<file path="src/rtl/ip_sdram_arbiter_if.sv">
// Request / read-return bus between a requester and the DDR3 controller port.
// The requester side uses the master modport; the arbiter presents slave to requesters, master to the controller.
interface ip_sdram_arbiter_if #(
    parameter int unsigned ADDR_W = 27,
    parameter int unsigned DATA_W = 128
);
    localparam int unsigned MASK_W = DATA_W / 8;

    logic [ADDR_W-1:0] address;
    logic              write;
    logic              valid;
    logic              ready;
    logic [DATA_W-1:0] wdata;
    logic [MASK_W-1:0] wdata_mask;
    logic [DATA_W-1:0] rdata;
    logic              rdata_valid;

    modport master (
        output address, write, valid, wdata, wdata_mask,
        input  ready, rdata, rdata_valid
    );

    modport slave (
        input  address, write, valid, wdata, wdata_mask,
        output ready, rdata, rdata_valid
    );
endinterface

</file>
<file path="src/rtl/ip_sdram_arbiter.sv">
// Two-port arbiter for the DDR3 controller request port with read-tag steering of returns.
// Optional macro SDRAM_ARB_ROUND_ROBIN_EN: round-robin on contention; otherwise fixed priority to port 0.
module ip_sdram_arbiter #(
    parameter int unsigned ADDR_W    = 27,
    parameter int unsigned DATA_W    = 128,
    parameter int unsigned TAG_DEPTH = 8
) (
    input  logic               clk,
    input  logic               reset,
    input  logic               sdram_init_busy,
    ip_sdram_arbiter_if.slave  p0,
    ip_sdram_arbiter_if.slave  p1,
    ip_sdram_arbiter_if.master dram,
    output logic               err_orphan
);
    localparam int unsigned PTR_W = $clog2(TAG_DEPTH);
    localparam int unsigned CNT_W = PTR_W + 1;

    typedef enum logic {
        IDLE  = 1'b0,
        ISSUE = 1'b1
    } state_t;

    state_t               state;
    logic [TAG_DEPTH-1:0] tag_mem;
    logic [PTR_W-1:0]     tag_wr_ptr;
    logic [PTR_W-1:0]     tag_rd_ptr;
    logic [CNT_W-1:0]     tag_count;
    logic                 tag_full;
    logic                 tag_empty;
    logic                 tag_push;
    logic                 tag_pop;
    logic                 issue_port;
    logic                 elig0;
    logic                 elig1;
    logic                 grant;
    logic                 win;

    assign tag_full  = (tag_count == CNT_W'(TAG_DEPTH));
    assign tag_empty = (tag_count == '0);

    // Reads need a free tag slot; writes never do.
    assign elig0 = p0.valid && !sdram_init_busy && (p0.write || !tag_full);
    assign elig1 = p1.valid && !sdram_init_busy && (p1.write || !tag_full);
    assign grant = (state == IDLE) && (elig0 || elig1) && !reset;

`ifdef SDRAM_ARB_ROUND_ROBIN_EN
    logic rr_ptr;
    // rr_ptr names the port that wins a tie; it flips away from each grantee.
    assign win = elig1 && (!elig0 || rr_ptr);
`else
    assign win = !elig0;
`endif

    assign p0.ready = grant && !win;
    assign p1.ready = grant && win;

    assign tag_push = (state == ISSUE) && dram.ready && !dram.write;
    assign tag_pop  = dram.rdata_valid && !tag_empty;

    always_ff @(posedge clk or posedge reset) begin
        if (reset) begin
            state           <= IDLE;
            dram.address    <= '0;
            dram.write      <= 1'b0;
            dram.valid      <= 1'b0;
            dram.wdata      <= '0;
            dram.wdata_mask <= '0;
            issue_port      <= 1'b0;
            tag_mem         <= '0;
            tag_wr_ptr      <= '0;
            tag_rd_ptr      <= '0;
            tag_count       <= '0;
            p0.rdata        <= '0;
            p0.rdata_valid  <= 1'b0;
            p1.rdata        <= '0;
            p1.rdata_valid  <= 1'b0;
            err_orphan      <= 1'b0;
`ifdef SDRAM_ARB_ROUND_ROBIN_EN
            rr_ptr          <= 1'b0;
`endif
        end else begin
            p0.rdata_valid <= 1'b0;
            p1.rdata_valid <= 1'b0;

            case (state)
                IDLE: begin
                    if (grant) begin
                        dram.address    <= win ? p1.address    : p0.address;
                        dram.write      <= win ? p1.write      : p0.write;
                        dram.wdata      <= win ? p1.wdata      : p0.wdata;
                        dram.wdata_mask <= win ? p1.wdata_mask : p0.wdata_mask;
                        dram.valid      <= 1'b1;
                        issue_port      <= win;
                        state           <= ISSUE;
`ifdef SDRAM_ARB_ROUND_ROBIN_EN
                        rr_ptr          <= !win;
`endif
                    end
                end
                ISSUE: begin
                    if (dram.ready) begin
                        dram.valid <= 1'b0;
                        state      <= IDLE;
                    end
                end
                default: state <= IDLE;
            endcase

            if (tag_push) begin
                tag_mem[tag_wr_ptr] <= issue_port;
                tag_wr_ptr          <= tag_wr_ptr + PTR_W'(1);
            end

            // Steer the return to the port recorded at the head of the tag FIFO.
            if (tag_pop) begin
                if (tag_mem[tag_rd_ptr]) begin
                    p1.rdata       <= dram.rdata;
                    p1.rdata_valid <= 1'b1;
                end else begin
                    p0.rdata       <= dram.rdata;
                    p0.rdata_valid <= 1'b1;
                end
                tag_rd_ptr <= tag_rd_ptr + PTR_W'(1);
            end

            if (dram.rdata_valid && tag_empty) begin
                err_orphan <= 1'b1;
            end

            case ({tag_push, tag_pop})
                2'b10:   tag_count <= tag_count + CNT_W'(1);
                2'b01:   tag_count <= tag_count - CNT_W'(1);
                default: tag_count <= tag_count;
            endcase
        end
    end
endmodule

</file>
<file path="src/flat_wrapper.sv">
// flat-port wrapper written by rule: the top's interface ports become plain ports
module ip_sdram_arbiter_flat 
#(
    parameter int unsigned ADDR_W    = 27,
    parameter int unsigned DATA_W    = 128,
    parameter int unsigned TAG_DEPTH = 8
)
  (clk, reset, sdram_init_busy, err_orphan, p0_address, p0_write, p0_valid, p0_wdata, p0_wdata_mask, p0_ready, p0_rdata, p0_rdata_valid, p1_address, p1_write, p1_valid, p1_wdata, p1_wdata_mask, p1_ready, p1_rdata, p1_rdata_valid, dram_address, dram_write, dram_valid, dram_wdata, dram_wdata_mask, dram_ready, dram_rdata, dram_rdata_valid);
  ip_sdram_arbiter_if #(.ADDR_W(ADDR_W), .DATA_W(DATA_W)) p0_i ();
  ip_sdram_arbiter_if #(.ADDR_W(ADDR_W), .DATA_W(DATA_W)) p1_i ();
  ip_sdram_arbiter_if #(.ADDR_W(ADDR_W), .DATA_W(DATA_W)) dram_i ();
  input  logic clk;
  input  logic reset;
  input  logic sdram_init_busy;
  output logic err_orphan;
  input wire logic [$bits(p0_i.address)-1:0] p0_address;
  input wire logic [$bits(p0_i.write)-1:0] p0_write;
  input wire logic [$bits(p0_i.valid)-1:0] p0_valid;
  input wire logic [$bits(p0_i.wdata)-1:0] p0_wdata;
  input wire logic [$bits(p0_i.wdata_mask)-1:0] p0_wdata_mask;
  output wire logic [$bits(p0_i.ready)-1:0] p0_ready;
  output wire logic [$bits(p0_i.rdata)-1:0] p0_rdata;
  output wire logic [$bits(p0_i.rdata_valid)-1:0] p0_rdata_valid;
  input wire logic [$bits(p1_i.address)-1:0] p1_address;
  input wire logic [$bits(p1_i.write)-1:0] p1_write;
  input wire logic [$bits(p1_i.valid)-1:0] p1_valid;
  input wire logic [$bits(p1_i.wdata)-1:0] p1_wdata;
  input wire logic [$bits(p1_i.wdata_mask)-1:0] p1_wdata_mask;
  output wire logic [$bits(p1_i.ready)-1:0] p1_ready;
  output wire logic [$bits(p1_i.rdata)-1:0] p1_rdata;
  output wire logic [$bits(p1_i.rdata_valid)-1:0] p1_rdata_valid;
  output wire logic [$bits(dram_i.address)-1:0] dram_address;
  output wire logic [$bits(dram_i.write)-1:0] dram_write;
  output wire logic [$bits(dram_i.valid)-1:0] dram_valid;
  output wire logic [$bits(dram_i.wdata)-1:0] dram_wdata;
  output wire logic [$bits(dram_i.wdata_mask)-1:0] dram_wdata_mask;
  input wire logic [$bits(dram_i.ready)-1:0] dram_ready;
  input wire logic [$bits(dram_i.rdata)-1:0] dram_rdata;
  input wire logic [$bits(dram_i.rdata_valid)-1:0] dram_rdata_valid;
  assign p0_i.address = p0_address;
  assign p0_i.write = p0_write;
  assign p0_i.valid = p0_valid;
  assign p0_i.wdata = p0_wdata;
  assign p0_i.wdata_mask = p0_wdata_mask;
  assign p0_ready = p0_i.ready;
  assign p0_rdata = p0_i.rdata;
  assign p0_rdata_valid = p0_i.rdata_valid;
  assign p1_i.address = p1_address;
  assign p1_i.write = p1_write;
  assign p1_i.valid = p1_valid;
  assign p1_i.wdata = p1_wdata;
  assign p1_i.wdata_mask = p1_wdata_mask;
  assign p1_ready = p1_i.ready;
  assign p1_rdata = p1_i.rdata;
  assign p1_rdata_valid = p1_i.rdata_valid;
  assign dram_address = dram_i.address;
  assign dram_write = dram_i.write;
  assign dram_valid = dram_i.valid;
  assign dram_wdata = dram_i.wdata;
  assign dram_wdata_mask = dram_i.wdata_mask;
  assign dram_i.ready = dram_ready;
  assign dram_i.rdata = dram_rdata;
  assign dram_i.rdata_valid = dram_rdata_valid;
  ip_sdram_arbiter #(.ADDR_W(ADDR_W), .DATA_W(DATA_W), .TAG_DEPTH(TAG_DEPTH)) u_core (.clk(clk), .reset(reset), .sdram_init_busy(sdram_init_busy), .p0(p0_i), .p1(p1_i), .dram(dram_i), .err_orphan(err_orphan));
endmodule
</file>
<file path="config.mk">
export PLATFORM = sky130hd
export DESIGN_NAME = ip_sdram_arbiter_flat
export DESIGN_NICKNAME = d
export VERILOG_FILES = /design/src/rtl/ip_sdram_arbiter_if.sv /design/src/rtl/ip_sdram_arbiter.sv /design/src/flat_wrapper.sv
export SDC_FILE = /design/constraint.sdc
export NUM_CORES = 1
export LEC_CHECK = 0
export CAP_MARGIN = 10
export CORE_AREA = 4 4 354 356
export DETAILED_ROUTE_END_ITERATION = 10
export DIE_AREA = 0 0 358 360
export PLACE_DENSITY = 0.51
export SLEW_MARGIN = 40
export SYNTH_ARGS = -nofsm -noshare
export SYNTH_HDL_FRONTEND = slang
export SYNTH_SLANG_ARGS = --single-unit
</file>
<file path="constraint.sdc">
create_clock -name clk -period 16.5 [get_ports clk]
set_clock_uncertainty 0.05 [all_clocks]
set_input_delay 4.95 -clock clk [delete_from_list [all_inputs] [get_ports clk]]
set_output_delay 4.95 -clock clk [all_outputs]
set_load 0.05 [all_outputs]
</file>
==> metrics, run 1 <==
Nets 2,791; leading cell type in the layout, fill and taps excluded clkdlybuf4s50_1; WP data arrival 7.27 ns; maximum vdd drop 0.000115 V; Hold WS 0.412 ns; Post-Syn Instances 1,401; Root Buffer clkbuf_16; I/O pin count 913; drt first pass iters 5; post-synthesis sequential area ratio 0.611; register area 0.0113 mm^2; Max Fanout on Critical Path 3; Vias 15,200; final setup vio count 0; dpl cells 3,872; Synth Flop Type dfrtp_1; pwr dens 230 mW/mm^2; post-route ant nets 0; initial antenna violation count 57; CTS tree done; layout overhead on the synthesized area 69.2%; H-tree Lvls 2; largest cells by area after synthesis dfrtp_1, mux2_4, mux2_2, nand2_1, a22oi_1; crit-path cells clkdlybuf4s50_1, nor4b_1, nor3b_2, clkdlybuf4s50_1; Ys Warns 0; DRC errors left 0; Fin Setup TNS 0 ns; clock transition at the registers of the reported paths 0.06 ns; max incr delay on CP 0.86 ns; first-pass GRT wire length 136,000 um; largest net degree at the start of global routing 129; syn_nets 1,884; Iter 0 DRT Violations 883; post-route clock period utilization 0.744; fin. max-slew vios 0; max_slew headroom 0.429; TritonCTS Sinks 452; Port Buf Inserts 912; core area 0.122 mm^2; MaxCap Viol Count 0; RSZ-0062 raised after global routing no; Post-synth EDFFs 0; final wirelength 103,000 um; layout cells sized above 1 0.171; Pleak 13.5 nW; Synth cell types 43; Max Freq 0.0815 GHz; Placement Cell Area 0.0294 mm^2; post_cts resized 0; Hold WC Path Type reg2reg; clock buffer depth 3; GP Congestion 0.824; Inserted Clock Buffers 57; Critical Path Start Type primary input; post-route design area 0.0313 mm^2; synthesized area 0.0185 mm^2; Slowest-stage cell, CP clkdlybuf4s50_1; die area 0.129 mm^2; vias in the first global route 15,500; number of synthesized register bits 452; share of the synthesized area in the top cell type 0.611; GRT Util Overall 0.153; FILL cells 12,900; hold violation total from the final report 0; DP Wirelength 82,300 um; clock latency on the worst-skew pair 0.62 ns; mean area per synthesized cell 13.2 um^2; Worst Setup End Kind output port; mean routed wirelength per cell 25.9 um; Overall Power 7.19 mW; Post-CTS Setup Bufs 0; Initial Util 0.152; critical path's most frequent cell clkdlybuf4s50_1; Cell Count, Final, Fillers Out 3,984; Rows 128; area occupied by multi-input gates 0.00656 mm^2; most frequent cells in the layout clkdlybuf4s50_1, dfrtp_1, nand2_1; critical path class in2out; DIE HEIGHT 360 um; slew at the pin closest to its max-slew limit 0.857 ns; Via density 3.80; GRT overflow 0; Worst Path Required 11.50 ns; number of hold buffers added after CTS 0; Tmin final 12.27 ns; status finished, final reports clean; die span in x 358 um; post-synth top area cell dfrtp_1; asr flop ratio synth 1.00
## where the power goes
group / leakage (nW) / switching [mW] / internal (mW) / total [mW]
clock network: 0.938 / 0.534 / 0.755 / 1.29
logic: 7.06 / 2.53 / 1.49 / 4.02
registers: 5.46 / 0.285 / 1.60 / 1.88
## Yosys cell counts, types with 4 or more instances
cell type / instances
a22oi_1: 171
buf_6: 13
buf_2: 36
nand2_1: 359
inv_1: 7
mux2_2: 147
dfrtp_1: 452
xnor2_1: 6
buf_12: 10
buf_1: 7
mux2_4: 119
nor3b_1: 6
ha_1: 4
clkbuf_1: 19
nor2_1: 6
## worst paths after layout
kind                                  startpoint                     to  slack [ns]  cells after the start
setup / recovery                           reset               p1_ready        4.23                      4
hold / removal             u_core.dram.wdata[22]  u_core.dram.wdata[22]        0.41                      2
setup reg to reg             u_core.tag_count[3]    u_core.p1.rdata[23]       12.52                      6
hold reg to reg            u_core.dram.wdata[22]  u_core.dram.wdata[22]        0.41                      2
max in group asynchronous                  reset    u_core.p0.rdata[80]        9.45                      8
min in group asynchronous                  reset   u_core.p1.rdata[127]        4.66                      2
## worst max-delay path: cells and delay by family
family	cells	cell delay, ns
buffers and inverters	2	1.34
AND/OR/NAND/NOR	2	0.98
## flip-flops by register name, indices dropped and copies added, names as in the netlist, 3 cells and up
register / count
u_core.p0.rdata: 128
u_core.tag_wr_ptr: 3
u_core.tag_mem: 8
u_core.dram.address: 27
u_core.tag_rd_ptr: 3
u_core.p1.rdata: 128
u_core.dram.wdata_mask: 16
u_core.dram.wdata: 128
u_core.tag_count: 4
## kinds of logic after synthesis
kind of cell / synth area share
flops: 0.611
simple gates: 0.0833
mux: 0.187
fa+ha+maj: 0.00270
compound gates: 0.0743
xor+xnor: 0.00426
buf+inv: 0.0378
## through the flow
step,setup WS [ns],util
final,4.23,0.257
after global routing,4.12,0.257
after CTS,4.19,0.257
after detailed placement,4.20,0.241
after global placement,4.17,0.240
after floorplan,5.33,-
## per-layer routing
layer	up-vias	global-route usage	wire, um
met5	-	0	77
met4	12	0.0377	2760
met3	160	0.0601	10200
met2	746	0.250	48300
met1	7523	0.189	41900
li1	6716	-	-
## area by class of cell
type / instances / share of cell area
Antenna cell: 8 / 0.000639
Multi-Input combinational cell: 852 / 0.209
Tap cell: 1625 / 0.0649
Clock buffer: 78 / 0.0522
Timing Repair Buffer: 937 / 0.302
Inverter: 8 / 0.00108
Clock inverter: 24 / 0.00846
Sequential cell: 452 / 0.361
Note: power is estimated with default switching activity, not from simulation.
==> inputs of run 2 (changes only) <==
--- a/config.mk
+++ b/config.mk
@@ -6,10 +6,10 @@
 export NUM_CORES = 1
 export LEC_CHECK = 0
 export CAP_MARGIN = 10
-export CORE_AREA = 4 4 354 356
+export CORE_AREA = 4 4 357 359
 export DETAILED_ROUTE_END_ITERATION = 10
-export DIE_AREA = 0 0 358 360
-export PLACE_DENSITY = 0.51
+export DIE_AREA = 0 0 361 363
+export PLACE_DENSITY = 0.49
 export SLEW_MARGIN = 40
 export SYNTH_ARGS = -nofsm -noshare
 export SYNTH_HDL_FRONTEND = slang
==> constraint.sdc (replaced) <==
create_clock -name clk -period 12.1 [get_ports clk]
set_clock_uncertainty 0.05 [all_clocks]
set_input_delay 3.63 -clock clk [delete_from_list [all_inputs] [get_ports clk]]
set_output_delay 3.63 -clock clk [all_outputs]
set_load 0.05 [all_outputs]
==> run 2 against run 1 <==
Wire length decreased by 2.0%. Core utilization decreased by 0.40 points. Total power increased by 37%. Critical endpoint unchanged. Sequential power increased by 36%. Die area increased by 1.7%. First-iteration DRC count increased by 2.9%. Highest routed layer unchanged. Cell area increased by 0.14%. Largest power group unchanged. Via count decreased by 0.84%. Hold slack got worse by 0.0015 ns. Non-clock buffer count decreased by 5. Critical path depth unchanged. Global-route usage decreased by 0.52 points.
==> metrics, run 2 (synthesized netlist as in run 1, its figures left out) <==
reg2reg path depth 7 (+1); post_cts resized 0 (unchanged); pre-CTS setup slack 2.41 ns (-1.79 ns); core area 0.124 mm^2 (+1.7%); Overall Power 9.82 mW (+37%); FF-to-FF Start u_core.tag_rd_ptr[0]; pwr dens 313 mW/mm^2 (+36%); Rows 129 (+0.78%); Vias 15,000 (-0.84%); max_slew headroom 0.397 (-0.0318); drt first pass iters 4 (-1); maximum vdd drop 0.000139 V (+20%); I/O pin count 913 (unchanged); slew at the pin closest to its max-slew limit 0.904 ns (+0.0477 ns); final wirelength 101,000 um (-2.0%); layout cells sized above 1 0.167 (-0.00340); hold violation total from the final report 0 (unchanged); largest net degree at the start of global routing 125 (-3.1%); GRT Util Overall 0.148 (-0.00516); Initial Util 0.150 (-0.00256); WHS Endpoint u_core.dram.wdata_mask[3]; Fin Setup TNS 0 ns (unchanged); TritonCTS Sinks 452 (unchanged); DRC errors left 0 (unchanged); FILL cells 13,100 (+1.5%); Critical Path Start Type primary input; Hold WC Path Type reg2reg; number of hold buffers added after CTS 0 (unchanged); die span in x 361 um (+0.84%); MaxCap Viol Count 0 (unchanged); Tmin final 9.69 ns; Nets 2,788 (-0.11%); DIE HEIGHT 363 um (+0.83%); worst r2r dst u_core.p0.rdata[75]; Final Worst Setup Slack 2.41 ns (-1.82 ns); GRT overflow 0 (unchanged); Worst Setup End Kind output port; area occupied by multi-input gates 0.00656 mm^2 (unchanged); Post-CTS Setup Bufs 0 (unchanged); Root Buffer clkbuf_16; clock buffer depth 3 (unchanged); Max Fanout on Critical Path 3 (unchanged); first-pass GRT wire length 136,000 um (-0.50%); Largest regs u_core.dram.wdata (128), u_core.p0.rdata (128), u_core.p1.rdata (128); CTS tree done; fin. max-slew vios 0 (unchanged); worst hold path depth 2 (unchanged); final setup vio count 0 (unchanged); die area 0.131 mm^2 (+1.7%); DP Wirelength 80,300 um (-2.5%); status finished, final reports clean; H-tree Lvls 2 (unchanged); RSZ-0062 raised after global routing no; Worst Path Required 8.42 ns (-3.08 ns); clock transition at the registers of the reported paths 0.06 ns (about the same); Max Freq 0.103 GHz; Pleak 13.4 nW (-0.17%); Iter 0 DRT Violations 909 (+2.9%); WP data arrival 6.01 ns (-1.26 ns); most frequent cells in the layout clkdlybuf4s50_1, dfrtp_1, nand2_1; Port Buf Inserts 912 (unchanged); R2R Setup Slk 8.58 ns (-3.94 ns); critical path class in2out; vias in the first global route 15,600 (+0.68%); clock latency on the worst-skew pair 0.63 ns (about the same); GP Congestion 0.788 (-4.3%); mean routed wirelength per cell 25.3 um (-2.3%); layout overhead on the synthesized area 69.4%; leading cell type in the layout, fill and taps excluded clkdlybuf4s50_1; Layout Utilization 0.253 (-0.00399); initial antenna violation count 57 (unchanged); hold_sp u_core.dram.wdata_mask[3]; post-route clock period utilization 0.801; post-route ant nets 0 (unchanged); Inserted Clock Buffers 59 (+3.5%); Via density 3.76 (-1.1%); register area 0.0113 mm^2 (unchanged)
==> run 2: cell count changes in the layout (fill, tap and decap cells not counted), moves of 3 or more <==
cell and change:
clkinvlp_4 +3, clkinv_2 -5, buf_4 -6, clkdlybuf4s50_1 +3
buf_16 -3, buf_2 -3, clkbuf_1 +5
==> run 2: routing by layer <==
layer / vias to the layer above / wire, um / track usage
met4: 10 / 2500 / 0.0356
met3: 149 / 8430 / 0.0536
met2: 675 / 46200 / 0.237
li1: 6710 / - / -
met5: - / 62 / 0
met1: 7485 / 44000 / 0.191
==> run 2: critical path, cell delays in order <==
cell and delay [ns]:
clkdlybuf4s50_1 0.46, nor4b_1 0.68, nor3b_2 0.37, clkdlybuf4s50_1 0.86
==> run 2: worst max-delay path by stage <==
stage                               start  slack (ns)                     end
after floorplan                     reset        2.31  u_core.dram.address[0]
after global placement    sdram_init_busy        2.37                p1_ready
after detailed placement  sdram_init_busy        2.41                p1_ready
after CTS                 sdram_init_busy        2.40                p1_ready
after global routing      sdram_init_busy        2.30                p1_ready
final                     sdram_init_busy        2.41                p1_ready
==> run 2: final cells by class <==
type	instances	area share
Inverter	8	0.00108
Antenna cell	8	0.000638
Timing Repair Buffer	932	0.300
Multi-Input combinational cell	852	0.209
Sequential cell	452	0.360
Clock inverter	21	0.00865
Tap cell	1637	0.0653
Clock buffer	86	0.0544
==> run 2: power by group <==
group	switching, mW	internal [mW]	leakage (nW)	total (mW)
Sequential	0.379	2.18	5.46	2.56
Clock	0.723	1.08	0.954	1.80
Combinational	3.43	2.03	7.03	5.46
Total	4.53	5.29	13.4	9.82
==> run 2: metrics by stage <==
| stage | cells | hold slack (ns) | area (um^2) |
|---|---|---|---|
| 2_1_floorplan | 1401 | 0.423 | 18500 |
| 3_3_place_gp | 3876 | 0.398 | 29300 |
| 3_5_place_dp | 3879 | 0.406 | 29300 |
| 4_1_cts | 3986 | 0.417 | 31300 |
| 5_1_grt | 3990 | 0.429 | 31400 |
| 6_report | 3996 | 0.411 | 31400 |
